[src/rtl/simon_pipe_ctrl_if.sv]
// Block stream interface of the Simon32/64 pipeline controller: plaintext in,
// ciphertext out, each direction with a valid/ready handshake and a user tag.
interface simon_pipe_ctrl_if #(
  parameter int TAG_W = 4
);
  logic             in_valid;
  logic             in_ready;
  logic [31:0]      in_data;
  logic [TAG_W-1:0] in_tag;
  logic             out_valid;
  logic             out_ready;
  logic [31:0]      out_data;
  logic [TAG_W-1:0] out_tag;

  modport master (
    output in_valid, in_data, in_tag, out_ready,
    input  in_ready, out_valid, out_data, out_tag
  );

  modport slave (
    input  in_valid, in_data, in_tag, out_ready,
    output in_ready, out_valid, out_data, out_tag
  );
endinterface

[src/rtl/simon_pipe_ctrl.sv]
// Sequencing controller for the unrolled Simon32/64 pipeline: tracks per-stage
// validity and tags, stalls the whole pipe on backpressure, and owns key changes.
module simon_pipe_ctrl #(
  parameter int DEPTH   = 32,
  parameter int KEY_CYC = 32,
  parameter int TAG_W   = 4
) (
  input  logic                        clk,
  input  logic                        rst,
  input  logic [63:0]                 key_in,
  input  logic                        key_load,
  output logic                        key_busy,
  simon_pipe_ctrl_if.slave            bus,
  output logic [$clog2(DEPTH+2)-1:0]  occ,
  output logic                        pipe_start,
  output logic [63:0]                 pipe_key,
  output logic [31:0]                 pipe_pt,
  input  logic [31:0]                 pipe_ct
);

  localparam int OCC_W = $clog2(DEPTH+2);
  localparam int CNT_W = $clog2(KEY_CYC+1);

  typedef enum logic [1:0] {NOKEY, KEYLD, RUN, DRAIN} state_t;

  state_t           state, state_nxt;
  logic [DEPTH:0]   vld;
  logic [TAG_W-1:0] tag [DEPTH+1];
  logic [CNT_W-1:0] cnt, cnt_nxt;
  logic [63:0]      key_pend, key_pend_nxt, pipe_key_nxt;
  logic [OCC_W-1:0] occ_nxt;
  logic             adv, acc, xfer;

  assign adv        = (state == RUN || state == DRAIN) && (!vld[DEPTH] || bus.out_ready);
  assign pipe_start = adv || state == KEYLD;
  assign bus.in_ready = (state == RUN) && adv && !key_load;
  assign acc        = bus.in_valid && bus.in_ready;
  assign xfer       = vld[DEPTH] && bus.out_ready;
  assign occ_nxt    = occ + OCC_W'(acc) - OCC_W'(xfer);
  assign key_busy   = state != RUN;
  assign pipe_pt    = bus.in_data;
  assign bus.out_valid = vld[DEPTH];
  assign bus.out_data  = pipe_ct;
  assign bus.out_tag   = tag[DEPTH];

  // Key changes only happen with an empty pipe, so pipe_key never moves under a valid block.
  always_comb begin
    state_nxt    = state;
    cnt_nxt      = cnt;
    key_pend_nxt = key_pend;
    pipe_key_nxt = pipe_key;
    unique case (state)
      NOKEY: begin
        if (key_load) begin
          pipe_key_nxt = key_in;
          cnt_nxt      = '0;
          state_nxt    = KEYLD;
        end
      end
      KEYLD: begin
        if (key_load) begin
          pipe_key_nxt = key_in;
          cnt_nxt      = '0;
        end else if (cnt == CNT_W'(KEY_CYC-1)) begin
          state_nxt = RUN;
        end else begin
          cnt_nxt = cnt + CNT_W'(1);
        end
      end
      RUN: begin
        if (key_load) begin
          if (occ == '0) begin
            pipe_key_nxt = key_in;
            cnt_nxt      = '0;
            state_nxt    = KEYLD;
          end else begin
            key_pend_nxt = key_in;
            state_nxt    = DRAIN;
          end
        end
      end
      DRAIN: begin
        if (key_load) key_pend_nxt = key_in;
        if (occ_nxt == '0) begin
          pipe_key_nxt = key_load ? key_in : key_pend;
          cnt_nxt      = '0;
          state_nxt    = KEYLD;
        end
      end
      default: state_nxt = NOKEY;
    endcase
  end

  always_ff @(posedge clk or negedge rst) begin
    if (!rst) begin
      state    <= NOKEY;
      cnt      <= '0;
      key_pend <= '0;
      pipe_key <= '0;
      occ      <= '0;
    end else begin
      state    <= state_nxt;
      cnt      <= cnt_nxt;
      key_pend <= key_pend_nxt;
      pipe_key <= pipe_key_nxt;
      occ      <= occ_nxt;
    end
  end

  // Validity and tags move only together with the pipeline's advance enable.
  always_ff @(posedge clk or negedge rst) begin
    if (!rst) begin
      vld <= '0;
      for (int i = 0; i <= DEPTH; i++) tag[i] <= '0;
    end else if (adv) begin
      vld    <= {vld[DEPTH-1:0], acc};
      tag[0] <= bus.in_tag;
      for (int i = 1; i <= DEPTH; i++) tag[i] <= tag[i-1];
    end
  end

endmodule

[src/flat_wrapper.sv]
// flat-port wrapper written by rule: the top's interface ports become plain ports
module simon_pipe_ctrl_flat 
#(
  parameter int DEPTH   = 32,
  parameter int KEY_CYC = 32,
  parameter int TAG_W   = 4
)
  (clk, rst, key_in, key_load, key_busy, occ, pipe_start, pipe_key, pipe_pt, pipe_ct, bus_in_valid, bus_in_data, bus_in_tag, bus_out_ready, bus_in_ready, bus_out_valid, bus_out_data, bus_out_tag);
  simon_pipe_ctrl_if #(.TAG_W(TAG_W)) bus_i ();
  input  logic clk;
  input  logic rst;
  input  logic [63:0] key_in;
  input  logic key_load;
  output logic key_busy;
  output logic [$clog2(DEPTH+2)-1:0] occ;
  output logic pipe_start;
  output logic [63:0] pipe_key;
  output logic [31:0] pipe_pt;
  input  logic [31:0] pipe_ct;
  input wire logic [$bits(bus_i.in_valid)-1:0] bus_in_valid;
  input wire logic [$bits(bus_i.in_data)-1:0] bus_in_data;
  input wire logic [$bits(bus_i.in_tag)-1:0] bus_in_tag;
  input wire logic [$bits(bus_i.out_ready)-1:0] bus_out_ready;
  output wire logic [$bits(bus_i.in_ready)-1:0] bus_in_ready;
  output wire logic [$bits(bus_i.out_valid)-1:0] bus_out_valid;
  output wire logic [$bits(bus_i.out_data)-1:0] bus_out_data;
  output wire logic [$bits(bus_i.out_tag)-1:0] bus_out_tag;
  assign bus_i.in_valid = bus_in_valid;
  assign bus_i.in_data = bus_in_data;
  assign bus_i.in_tag = bus_in_tag;
  assign bus_i.out_ready = bus_out_ready;
  assign bus_in_ready = bus_i.in_ready;
  assign bus_out_valid = bus_i.out_valid;
  assign bus_out_data = bus_i.out_data;
  assign bus_out_tag = bus_i.out_tag;
  simon_pipe_ctrl #(.DEPTH(DEPTH), .KEY_CYC(KEY_CYC), .TAG_W(TAG_W)) u_core (.clk(clk), .rst(rst), .key_in(key_in), .key_load(key_load), .key_busy(key_busy), .bus(bus_i), .occ(occ), .pipe_start(pipe_start), .pipe_key(pipe_key), .pipe_pt(pipe_pt), .pipe_ct(pipe_ct));
endmodule
[config.mk]
export PLATFORM = sky130hd
export DESIGN_NAME = simon_pipe_ctrl_flat
export DESIGN_NICKNAME = d
export VERILOG_FILES = /design/src/rtl/simon_pipe_ctrl_if.sv /design/src/rtl/simon_pipe_ctrl.sv /design/src/flat_wrapper.sv
export SDC_FILE = /design/constraint.sdc
export NUM_CORES = 1
export LEC_CHECK = 0
export BUFFER_PORTS_ARGS = -buffer_cell sky130_fd_sc_hd__clkbuf_2
export CAP_MARGIN = 20
export CORE_UTILIZATION = 30
export CTS_CLUSTER_SIZE = 30
export DETAILED_ROUTE_END_ITERATION = 8
export PLACE_DENSITY_LB_ADDON = 0.3
export SYNTH_ARGS = -nofsm -noshare
export SYNTH_HDL_FRONTEND = slang
export SYNTH_SLANG_ARGS = --single-unit
[constraint.sdc]
create_clock -name clk -period 4.8 [get_ports clk]
set_clock_uncertainty 0.05 [all_clocks]
set_input_delay 0.72 -clock clk [delete_from_list [all_inputs] [get_ports clk]]
set_output_delay 0.72 -clock clk [all_outputs]
set_load 0.05 [all_outputs]
==> results.md, run 1 <==
- Outcome: finished clean
- First-pass GRT wire length: around 39 mm
- Worst R2R End: u_core.pipe_key[23]
- Post-DR wirelength/cell: around 15 µm
- H-tree depth: 2
- Antenna Nets Post-Route: 0
- Die width: 212.9 µm
- Clk slew on worst S/H paths: roughly 0.06 ns
- Design area: 15470 µm²
- Fin worst setup slack: roughly 0.62 ns
- Share of cells above drive strength 1: 0.3296
- Commonest register cell after synthesis: dfrtp_1
- Hold_ws: approximately 0.18 ns
- TritonCTS Buffers: 36
- Largest cells by area after synthesis: dfrtp_1 (58%), mux2_1 (21%), mux2_4 (6.8%)
- Max_slew headroom: 0.4035
- Remaining DRCs: 0
- Fin. max-slew vios: 0
- Place WS: about 0.53 ns
- Worst Path Arrival: between 4 and 5 ns
- Clock latency on the worst-skew pair: 0.54 ns
- Most common library cells after synthesis: dfrtp_1 (307), mux2_1 (254), buf_4 (69), mux2_4 (60), mux2_2 (43)
- Max_cap viols: 0
- CTS Hold Buffers Added: 0
- Syn_nets: about 1k
- Fin crit share: 0.8711
- Vias in the first global route: 7563
- Vias after detailed routing: 6869
- Final HPWL DP: roughly 15 mm
- F_max: 239.2 MHz
- # nets final: 1117
- Startpoint types: flip-flop
- Critical path required time: approximately 5.2 ns
- Drt pass-1 iters: 4
- Syn Area/Cell: ~15 µm²
- Netlist cell types: 43
- Largest net degree at the start of global routing: about 160
- Cell taking the most area after synthesis: dfrtp_1
- Ant. Diodes: 0
- Crit-path max FO: 31
- Initial antenna violation count: 0
- Placed insts: around 1.5k
- Register area share after synthesis: 0.5758
- Worst hold path type: in -> async
- Total wire length: 22.89 mm
- TNS Setup: 0 ns
- Total gr overflow: 0
- Period minus WS final: 4.181 ns
- Setup slack, reg-to-reg: slightly above 0.6 ns
- Power per cell area: 580.2 nW/µm²
- Post-Syn Area: 13340 µm²
- Tightest Pin Transition: around 0.89 ns
- Rows: 76
- RR Startpoint: u_core.state[0]
- IO Pins: approximately 280
- Cells after Synth: roughly 900
- Placed inst area: roughly 14000 µm²
- Avg Vias per Cell: ~4.4
- DRT iter0 DRCs: between 300 and 400
- RSZ-0062 raised after global routing: no
- CTS root buf: clkbuf_16
- Critical path endpoint category: flip-flop
- Port bufs: 150
- Hold Violations, Final: 0
- DIE HEIGHT: ~210 µm
- YS warnings: 0
- FF+latch count, synth: 307
- CORE AREA: 43460 µm²
- Area growth syn-to-layout: 15.91%
- Max VDD drop: 0.0004058 V
- CTS tree: yes
- FF-to-FF path depth: 15
- Crit path kind: reg -> reg
- Routability cong.: between 0.7 and 0.8
- Number of flops mapped to enable cells by yosys: 0
- Post-CTS setup buffer count: 0
- Top cell type's share of synthesized area: 0.5758
- Ys async rst share: 1.000
- Final setup vio count: 0
- Starting Density: 0.3070
- Cts repair resizes: 0
- Design Power: roughly 9 mW
- Clk buf depth: 3
- Count leader, synth: dfrtp_1
- Die ar.: 45320 µm²
- Clock sink count: 307
- GRT Total Usage: 0.1064
- Util after Layout: 0.3559
- Pleak: 7.776 nW
- Layout Cells excl Fill: ~1.6k
==> worst max-delay path, cell delays in order (launching register included) <==
cell	delay [ns]
dfrtp_1	0.41
inv_1	0.11
ha_1	0.27
inv_2	0.08
nor3_2	0.17
and2_1	0.16
ha_1	0.16
inv_1	0.05
fa_1	0.40
nand2b_1	0.16
a21oi_1	0.15
xnor2_1	0.11
o41a_1	0.55
or3_4	0.59
buf_12	0.25
mux2_4	0.33
==> cell usage in the layout, fill, tap and decap left out, types with 3 or more instances in the layout <==
cell       count
nand3_1        3
nor2b_1        3
nand2b_1       4
clkinv_2       5
clkbuf_16     36
mux2_4        60
nand2_1        7
o41ai_1        6
buf_4          6
mux2_2        43
clkbuf_1       9
clkbuf_2     149
inv_1         14
and2_1         3
clkbuf_8       5
ha_1          14
buf_12         5
nor2_1        10
o21ai_1        3
bufinv_16      3
mux2_1       254
dfrtp_1      307
o21ai_0        4
==> cells by family (layout without fill, tap and decap cells) <==
| logic type | count (synthesis) | count (layout) | synth area share |
|---|---|---|---|
| xor+xnor | 3 | 3 | 0.001970 |
| buf+inv | 124 | 239 | 0.05767 |
| mux | 358 | 358 | 0.3189 |
| flops | 307 | 307 | 0.5758 |
| fa+ha+maj | 15 | 15 | 0.01463 |
| simple gates | 44 | 44 | 0.01801 |
| compound gates | 23 | 23 | 0.01303 |
==> state kept, by name (all words and copies together), names as in the netlist <==
name,cells
u_core.bus.out_tag,4
u_core.cnt,6
u_core.key_pend,64
u_core.occ,6
u_core.pipe_key,64
u_core.state,2
u_core.tag,128
u_core.vld,33
==> cell type report <==
class / instances / area (µm²)
multi-input cells: 443 / 4913
repair buffers: 161 / 905.9
flip-flops and latches: 307 / 7682
clock buffers: 50 / 1003
fillers: 4249 / 27990
well taps: 585 / 732.0
clock inverters: 12 / 168.9
inverters: 16 / 60.06
==> where the power goes <==
group / switching [mW] / total [mW] / internal, mW / leakage [nW]
Sequential: 0.336 / 3.54 / 3.20 / 4.02
Clock: 1.05 / 2.68 / 1.63 / 0.577
Combinational: 1.77 / 2.75 / 0.983 / 3.18
Total: 3.15 / 8.97 / 5.82 / 7.78
==> how the worst max path moves through the flow <==
stage	start	end	slack, ns
6_report	u_core.state[0]	u_core.pipe_key[23]	0.62
5_1_grt	u_core.state[0]	u_core.pipe_key[27]	0.36
4_1_cts	u_core.state[0]	u_core.pipe_key[23]	0.60
3_5_place_dp	bus_out_ready	u_core.pipe_key[22]	0.53
3_3_place_gp	bus_out_ready	u_core.pipe_key[29]	0.58
2_1_floorplan	u_core.state[0]	u_core.pipe_key[10]	0.35
==> metal layers <==
layer / vias up / part of all wire / global-route usage
met2: 174 / 0.43 / 0.1570
met4: 0 / 0.027 / 0.04193
met5: - / 0 / 0.002225
li1: 3188 / - / -
met3: 46 / 0.10 / 0.05163
met1: 3461 / 0.44 / 0.1324
No activity file was read; power rests on OpenSTA's default activity.
==> inputs of run 2 (changes only) <==
==> constraint.sdc (replaced) <==
create_clock -name clk -period 4.3 [get_ports clk]
set_clock_uncertainty 0.05 [all_clocks]
set_input_delay 0.645 -clock clk [delete_from_list [all_inputs] [get_ports clk]]
set_output_delay 0.645 -clock clk [all_outputs]
set_load 0.05 [all_outputs]
==> run 2 against run 1 <==
Sequential power up 12%; via count is essentially flat; register-to-register slack got worse by 0.34 ns; hold slack worse by 0.16 ns; wire length up 3.1%; combinational power is 12% higher; clock-buffer cell count is 3 higher; power is 13% higher; critical path type unchanged; critical endpoint is now u_core.pipe_key[14]; largest power group unchanged; highest routed layer is now met5.
==> results.md, run 2 (synthesized netlist as in run 1, its figures left out) <==
- Largest register FFs: 128 (unchanged)
- First-pass GRT wire length: 39.01 mm (+0.18%)
- Clock latency on the worst-skew pair: 0.54 ns (about the same)
- Total wire length: 23.60 mm (+3.1%)
- Total gr overflow: 0 (unchanged)
- Worst Path Arrival: 4.38 ns (-0.16 ns)
- Max_cap viols: 0 (unchanged)
- TNS Setup: 0 ns (unchanged)
- Commonest non-fill, non-tap cells in the layout: dfrtp_1 (307), mux2_1 (254), clkbuf_2 (149)
- Area growth syn-to-layout: 16.50%
- Period minus WS final: 4.018 ns (-0.1638 ns)
- Routability cong.: 0.7268 (+0.33%)
- Largest net degree at the start of global routing: 164 (unchanged)
- Die width: 212.9 µm (unchanged)
- Power per cell area: 652.8 nW/µm² (+13%)
- RR Startpoint: u_core.state[0]
- Tightest Pin Transition: 0.8761 ns (-0.01857 ns)
- Initial antenna violation count: 3 (+3)
- Post-DR wirelength/cell: 14.95 µm (+2.8%)
- Top reg by flops: u_core.tag
- Hold_ws: 0.01167 ns (-0.1644 ns)
- Rows: 76 (unchanged)
- Worst hold path type: in -> async
- IO Pins: 279 (unchanged)
- TritonCTS Buffers: 37 (+2.8%)
- Startpoint types: flip-flop
- Ant. Diodes: 0 (unchanged)
- Outcome: finished clean
- # nets final: 1120 (+0.27%)
- Most common cell after layout, fill and taps aside: dfrtp_1
- FF-to-FF path depth: 15 (unchanged)
- Critical path endpoint category: flip-flop
- Final setup vio count: 0 (unchanged)
- F_max: 248.9 MHz (+4.1%)
- CTS Hold Buffers Added: 0 (unchanged)
- Port bufs: 150 (unchanged)
- Pleak: 7.815 nW (+0.50%)
- Hold Violations, Final: 0 (unchanged)
- Vias after detailed routing: 6867 (-0.029%)
- Top flop regs: u_core.tag x128, u_core.key_pend x64, u_core.pipe_key x64
- DIE HEIGHT: 212.9 µm (unchanged)
- Max_slew headroom: 0.4159 (+0.01238)
- Setup slack, reg-to-reg: 0.28 ns (-0.34 ns)
- DRT iter0 DRCs: 193 (-39%)
- Max VDD drop: 0.0004897 V (+21%)
- Remaining DRCs: 0 (unchanged)
- Fillers: 4192 (-1.3%)
- Clk slew on worst S/H paths: 0.06 ns (about the same)
- H-tree depth: 2 (unchanged)
- Final HPWL DP: 14.63 mm (+0.25%)
- RSZ-0062 raised after global routing: no
- CORE AREA: 43460 µm² (unchanged)
- Fin crit share: 0.9343 (+0.06320)
- CTS tree: yes
- Avg Vias per Cell: 4.349 (-0.35%)
- Crit-path max FO: 35 (+13%)
- Antenna Nets Post-Route: 0 (unchanged)
- CTS root buf: clkbuf_16
- Register Area: 7682 µm² (unchanged)
- Die ar.: 45320 µm² (unchanged)
- Post-CTS setup buffer count: 0 (unchanged)
- Clock sink count: 307 (unchanged)
- Fin. max-slew vios: 0 (unchanged)
- Footprint of the multi-input gates: 4920 µm² (+0.13%)
- Clk buf depth: 3 (unchanged)
- Vias in the first global route: 7373 (-2.5%)
- GRT Total Usage: 0.1075 (+0.001070)
- Cts repair resizes: 0 (unchanged)
- Crit path kind: reg -> reg
- Worst R2R End: u_core.pipe_key[14]
- Critical path required time: 4.66 ns (-0.50 ns)
- Share of cells above drive strength 1: 0.3340 (+0.004378)
- Starting Density: 0.3070 (unchanged)
- Drt pass-1 iters: 5 (+1)
-- run 2: cell types whose count changed in the layout (fill, tap and decap cells not counted), sizes merged --
cell / previous run / this run
buf: 12 / 14
clkinvlp: 0 / 1
clkbuf: 199 / 202
inv: 17 / 16
-- run 2: power by group --
group          internal [mW]  switching [mW]
Combinational           1.10            1.97
Clock                   1.91            1.22
Sequential              3.58           0.371
Total                   6.58            3.57
-- run 2: critical path, stage by stage, from the launching register on --
cell and delay (ns):
dfrtp_1 0.42, inv_1 0.11, ha_1 0.27, inv_2 0.09, nor3_4 0.16, and2_1 0.16
ha_1 0.16, inv_1 0.05, fa_1 0.38, nand2b_1 0.16, a21oi_1 0.15, xnor2_1 0.10
o41a_1 0.47, or3_4 0.53, buf_12 0.25, mux2_4 0.32
-- run 2: cell type report --
cell class | count | area share
clock buffers | 53 | 0.06858
clock inverters | 12 | 0.01054
inverters | 16 | 0.003863
multi-input cells | 443 | 0.3165
flip-flops and latches | 307 | 0.4942
well taps | 585 | 0.04709
repair buffers | 163 | 0.05924
-- run 2: per-layer routing --
layer | wire [µm] | track usage | up-vias
met1 | 10460 | 0.1359 | 3459
met4 | 648 | 0.04416 | 4
met2 | 10060 | 0.1537 | 173
met3 | 2405 | 0.05457 | 47
met5 | 28 | 0 | -
li1 | - | - | 3184
-- run 2: worst max-delay path by stage --
stage | startpoint | endpoint | slack (ns) | depth (start not counted)
5_1_grt | u_core.state[0] | u_core.pipe_key[14] | 0.07 | 15
2_1_floorplan | u_core.state[0] | u_core.pipe_key[10] | 0.07 | 16
4_1_cts | u_core.state[0] | u_core.pipe_key[14] | 0.27 | 15
6_report | u_core.state[0] | u_core.pipe_key[14] | 0.28 | 15
3_5_place_dp | bus_out_ready | u_core.pipe_key[26] | 0.27 | 14
3_3_place_gp | bus_out_ready | u_core.pipe_key[17] | 0.30 | 14
-- run 2: stage by stage --
step	instance area, µm²	utilization	setup WS (ns)	power [mW]	instances
2_1_floorplan	13350	-	0.06896	6.485	874
3_3_place_gp	14320	0.3294	0.2978	7.056	1514
3_5_place_dp	14320	0.3294	0.2683	7.098	1514
4_1_cts	15540	0.3577	0.2712	10.35	1579
5_1_grt	15540	0.3577	0.06517	10.68	1579
6_report	15540	0.3577	0.2825	10.15	1579
